==> config.mk <==
export PLATFORM = sky130hd
export DESIGN_NAME = mem_stage
export DESIGN_NICKNAME = d
export VERILOG_FILES = /design/src/rtl/mem_stage.sv
export SDC_FILE = /design/constraint.sdc
export NUM_CORES = 1
export LEC_CHECK = 0
export ABC_CLOCK_PERIOD_IN_PS = 2200
export CAP_MARGIN = 30
export CORE_MARGIN = 2
export CORE_UTILIZATION = 35
export DETAILED_ROUTE_END_ITERATION = 16
export GPL_TIMING_DRIVEN = 1
export PLACE_DENSITY = 0.74
export SLEW_MARGIN = 20
export SYNTH_ARGS = -nofsm -noshare
export SYNTH_HDL_FRONTEND = slang
export SYNTH_SLANG_ARGS = --single-unit
==> constraint.sdc <==
create_clock -name clk -period 2.2 [get_ports clk]
set_clock_uncertainty 0.2 [all_clocks]
set_input_delay 0.44 -clock clk [delete_from_list [all_inputs] [get_ports clk]]
set_output_delay 0.44 -clock clk [all_outputs]
set_load 0.03 [all_outputs]
==> src/rtl/mem_stage.sv <==
// Memory-access stage: EX/MEM register, req/ack data-memory port, MEM-stage forwarding and branch
// redirect, MEM/WB register. Optional ack timeout enabled by defining MEM_ACK_TIMEOUT_EN.
module mem_stage #(
  parameter int unsigned WIDTH   = 32,
  parameter int unsigned TIMEOUT = 15
) (
  input  logic             clk,
  input  logic             reset,
  input  logic             ex_valid,
  input  logic [WIDTH-1:0] ex_aluresult,
  input  logic [WIDTH-1:0] ex_storedata,
  input  logic [4:0]       ex_rd,
  input  logic [5:0]       ex_ctrl,
  input  logic             ex_zero,
  input  logic [WIDTH-1:0] ex_branchaddr,
  output logic             mem_stall,
  output logic             dmem_req,
  output logic             dmem_we,
  output logic [WIDTH-1:0] dmem_addr,
  output logic [WIDTH-1:0] dmem_wdata,
  input  logic [WIDTH-1:0] dmem_rdata,
  input  logic             dmem_ack,
  output logic [WIDTH-1:0] fwd_aluout,
  output logic [4:0]       fwd_rd,
  output logic             fwd_regwrite,
  output logic             pcsrc,
  output logic [WIDTH-1:0] branch_target,
  output logic             wb_valid,
  output logic [WIDTH-1:0] wb_data,
  output logic [4:0]       wb_rd,
  output logic             wb_regwrite,
  output logic             mem_fault
);

  localparam logic [1:0] ST_IDLE = 2'd0;
  localparam logic [1:0] ST_EXEC = 2'd1;
  localparam logic [1:0] ST_WAIT = 2'd2;

  // EX/MEM pipeline register
  logic             r_m_valid;
  logic [WIDTH-1:0] r_m_alu;
  logic [WIDTH-1:0] r_m_sd;
  logic [4:0]       r_m_rd;
  logic [5:0]       r_m_ctrl;
  logic             r_m_zero;
  logic [WIDTH-1:0] r_m_br;
  logic [1:0]       r_state;

  // MEM/WB pipeline register
  logic             r_wb_valid;
  logic [WIDTH-1:0] r_wb_data;
  logic [4:0]       r_wb_rd;
  logic             r_wb_regwrite;

  logic       w_in_wait;
  logic       w_ack;
  logic       w_timeout;
  logic       w_complete;
  logic       w_stall;
  logic       w_capture;
  logic [1:0] w_next_state;
  logic       w_unused;

  assign w_in_wait  = (r_state == ST_WAIT);
  // Ack only counts while a transaction is outstanding; stray acks are ignored.
  assign w_ack      = w_in_wait & dmem_ack;
  assign w_complete = (r_state == ST_EXEC) | w_ack | w_timeout;
  assign w_stall    = w_in_wait & ~w_ack & ~w_timeout;
  assign w_capture  = ~w_stall;

  always_comb begin
    w_next_state = r_state;
    if (w_capture) begin
      if (!ex_valid) begin
        w_next_state = ST_IDLE;
      end else if (ex_ctrl[1] | ex_ctrl[2]) begin
        w_next_state = ST_WAIT;
      end else begin
        w_next_state = ST_EXEC;
      end
    end
  end

  always_ff @(posedge clk) begin
    if (reset) begin
      r_state   <= ST_IDLE;
      r_m_valid <= 1'b0;
      r_m_alu   <= '0;
      r_m_sd    <= '0;
      r_m_rd    <= '0;
      r_m_ctrl  <= '0;
      r_m_zero  <= 1'b0;
      r_m_br    <= '0;
    end else begin
      r_state <= w_next_state;
      if (w_capture) begin
        r_m_valid <= ex_valid;
        r_m_alu   <= ex_aluresult;
        r_m_sd    <= ex_storedata;
        r_m_rd    <= ex_rd;
        r_m_ctrl  <= ex_ctrl;
        r_m_zero  <= ex_zero;
        r_m_br    <= ex_branchaddr;
      end
    end
  end

`ifdef MEM_ACK_TIMEOUT_EN
  localparam int unsigned CNT_W = (TIMEOUT < 2) ? 1 : $clog2(TIMEOUT);

  logic [CNT_W-1:0] r_to_cnt;
  logic             r_fault;

  // Retire on the TIMEOUT-th unacknowledged WAIT cycle.
  assign w_timeout = w_in_wait & ~dmem_ack & (r_to_cnt == CNT_W'(TIMEOUT - 1));

  always_ff @(posedge clk) begin
    if (reset) begin
      r_to_cnt <= '0;
      r_fault  <= 1'b0;
    end else begin
      if (w_capture) begin
        r_to_cnt <= '0;
      end else begin
        r_to_cnt <= r_to_cnt + 1'b1;
      end
      if (w_timeout) begin
        r_fault <= 1'b1;
      end
    end
  end

  assign mem_fault = r_fault;
`else
  assign w_timeout = 1'b0;
  assign mem_fault = 1'b0;
`endif

  always_ff @(posedge clk) begin
    if (reset) begin
      r_wb_valid    <= 1'b0;
      r_wb_data     <= '0;
      r_wb_rd       <= '0;
      r_wb_regwrite <= 1'b0;
    end else begin
      r_wb_valid <= w_complete;
      if (w_complete) begin
        r_wb_rd <= r_m_rd;
        if (w_timeout) begin
          r_wb_regwrite <= 1'b0;
          r_wb_data     <= '0;
        end else begin
          r_wb_regwrite <= r_m_ctrl[3];
          r_wb_data     <= r_m_ctrl[4] ? dmem_rdata : r_m_alu;
        end
      end
    end
  end

  assign mem_stall     = w_stall;
  assign dmem_req      = w_in_wait;
  assign dmem_we       = r_m_ctrl[2];
  assign dmem_addr     = r_m_alu;
  assign dmem_wdata    = r_m_sd;

  // Loads are never forwarded from MEM, and x0 is never a forwarding source.
  assign fwd_aluout    = r_m_alu;
  assign fwd_rd        = r_m_rd;
  assign fwd_regwrite  = r_m_valid & r_m_ctrl[3] & ~r_m_ctrl[4] & (r_m_rd != 5'd0);

  assign pcsrc         = r_m_valid & r_m_ctrl[0] & r_m_zero;
  assign branch_target = r_m_br;

  assign wb_valid      = r_wb_valid;
  assign wb_data       = r_wb_data;
  assign wb_rd         = r_wb_rd;
  assign wb_regwrite   = r_wb_regwrite;

  assign w_unused = ^{r_m_ctrl[5], (TIMEOUT != 0)};

endmodule

==> summary.md <==
| Metric | Value |
|---|---|
| Status | finished clean |
| Post-route antenna net violation count | 0 |
| CTS Buf Count | 17 |
| Synthesized cell area | 5780 µm² |
| CP Cell Sequence | clkdlybuf4s50_1 |
| Fin crit period | 2140 ps |
| Initial antenna violation count | 0 |
| Post-Place Cells | 1165 |
| Portion of netlist area occupied by mux cells | 5.55% |
| GPL Wtd Cong | 0.760 |
| Xor and xnor area share after synthesis | 0% |
| Slew Viols, Final | 0 |
| Syn Nets | 839 |
| Port bufs | 319 |
| First-pass GRT wire length | 29300 µm |
| Cell family with most CP delay | buffers and inverters |
| Drt first pass iters | 4 |
| IO Pins | 322 |
| Fin cells | 1198 |
| Fillers | 1436 |
| RSZ-0062 raised after global routing | no |
| # setup viols final | 0 |
| CTS sink cnt | 148 |
| Fin area | 9670 µm² |
| Fmax | 466 MHz |
| Worst-path clk slew | 60 ps |
| Compound-Gate Fraction of Synth Area | 14.8% |
| Die Height | 132 µm |
| Nature of the critical path endpoint | output port |
| Worst endpoint required time | 1560 ps |
| Sequential area share after synthesis | 51.3% |
| Share of cells above drive strength 1 | 6.21% |
| Total wire length | 18900 µm |
| Die Wd | 132 µm |
| Starting density of the core | 36.1% |
| Total gr overflow | 0 |
| Mapped Cells | 695 |
| Vias in the first global route | 5534 |
| # H-tree levels | 4 |
| Slew HR | 59.0% |
| Core box area | 16000 µm² |
| Total vias in the final route | 5699 |
| Post-Synth Simple-Gate Area | 19.3% |
| Most frequent cells in the layout | clkdlybuf4s50_1, nand2_1, dfxtp_1, a21oi_1 |
| Maxcap violations | 0 |
| DR WL/cell | 15.8 µm |
| P&R area growth vs syn | 67.4% |
| FF/Latch Area | 2960 µm² |
| Slew @ Worst Pin | 615 ps |
| Yosys reg bits | 148 |
| Synth top area share | 51.3% |
| CP max-delay cell | clkdlybuf4s50_1 |
| Ant diodes | 0 |
| Fin crit share | 97.5% |
| Buf/Inv on CP | 1 |
| GRT Overall Usage | 21.1% |
| Crit Path Max Fanout | 4 |
| Hold-fix buffers at CTS | 0 |
| Syn_area_per_cell | 8.31 µm² |
| DP Wirelength | 13500 µm |
| Most common cell after layout, fill and taps aside | clkdlybuf4s50_1 |
| WP data arrival | 1500 ps |
| Total Die Area | 17500 µm² |
| Crit start category | flip-flop |
| Root Buffer | clkbuf_16 |
| Adder-Cell Fraction of Synth Area | 0% |
| CTS tree | built |
| Via density | 4.76 |
| Pwr Total | 7.55 mW |
| Skew-Pair Late Insertion Delay | 410 ps |
| Pwr Density | 780 nW/µm² |
| Largest net degree at the start of global routing | 56 |
| Hold crit path type | reg -> reg |
| WS Path Type | reg -> out |
| Slowest Stage Delay on Critical Path | 700 ps |
| CTS Buffer Depth | 2 |
| Final core occ | 60.4% |
| Multi-input gate area | 2300 µm² |
| # rows | 46 |
| Detailed Route Iter0 Violations | 213 |
| Top cells by area, synth | dfxtp_1, nand2_1, a21oi_1 |
| Post-DP Area | 9000 µm² |
| Synth area leader | dfxtp_1 |
| Nets | 1113 |
| Final Hold Viols | 0 |
| Yosys warning total | 0 |
| Lkg Pwr | 4.07 nW |
| VDD IR-drop max | 465 µV |
| Largest family of logic cells by synthesized area | simple AND/OR/NAND/NOR gates |
| Synth unique cells | 21 |
| Drt drc | 0 |
metrics by stage:
| step | hold slack (ps) | TNS (ps) | worst slack [ps] |
|---|---|---|---|
| floorplan | 227 | 0 | 143 |
| global placement | 234 | 0 | 16.9 |
| detailed placement | 242 | -0.325 | -0.325 |
| CTS | 250 | 0 | 1.61 |
| global route | 265 | 0 | 3.99 |
| finish | 248 | 0 | 55.1 |
cell families (layout without fill, tap and decap cells):
family,Yosys count,count (layout)
buffers and inverters,90,377
muxes,32,32
other,1,1
and+or+nand+nor,270,270
AOI/OAI and AO/OA,154,154
DFF,148,148
area by class of cell:
class                   count  share of cell area [%]
well taps                 216                    2.79
clock inverters            12                    1.86
repair buffers            344                    36.3
inverters                   1                  0.0906
flip-flops and latches    148                    30.7
clock buffers              20                    4.52
multi-input cells         457                    23.8
cells in the mapped netlist:
library cell    n
clkbuf_1       31
buf_4          33
buf_2          21
clkinv_4        1
or3b_1          1
a211oi_1       33
and3b_1         1
buf_6           4
nor2_1          1
and3_1          1
nand2b_1        7
nand2_1       215
a21oi_1       108
nor2b_1         9
or2_1           1
o21ai_0        13
dfxtp_1       148
nor4_1          1
nor3_1         33
conb_1          1
mux2i_1        32
power by group:
group | switching, mW | internal [mW] | total, mW
logic | 0.810 | 0.727 | 1.54
registers | 0.111 | 2.86 | 2.97
clock network | 1.14 | 1.90 | 3.04
repair_timing:
action                                 4_1_cts  5_1_grt
endpoints found under the hold margin        0        0
resized for setup                           10       25
buffers inserted                             1        0
pin swaps                                    1        1
setup endpoints to repair                   10       26
path summary, 6_finish.rpt:
kind / to / depth (start not counted) / slack (ps) / startpoint
max reg2reg: branch_target[31] / 5 / 430 / r_state[1]
min reg2reg: dmem_wdata[19] / 2 / 250 / dmem_wdata[19]
min: dmem_wdata[19] / 2 / 250 / dmem_wdata[19]
max: fwd_aluout[13] / 1 / 60 / dmem_addr[13]
sequential cells by signal, summed over array words and instances, names as in the netlist:
name and flops:
wb_rd 5, fwd_rd 5, r_m_zero 1, dmem_wdata 32, dmem_addr 32, r_state 2, wb_valid 1, r_m_ctrl 4
wb_regwrite 1, wb_data 32, r_m_valid 1, branch_target 32
worst reg2reg max path, cell delays in order (launching register included):
cell     delay (ps)
dfxtp_1         390
or3b_4          430
buf_4           160
buf_4           240
nand2_1         140
a21oi_1          60
routing by layer:
layer | track usage, % | wire length [µm] | vias to the layer above
met4 | 5.79 | 208 | 0
met5 | 0 | 0 | -
met1 | 24.0 | 7720 | 2614
li1 | - | - | 2834
met2 | 36.3 | 9290 | 237
met3 | 8.89 | 1720 | 14
(Power assumes the default switching activity.)
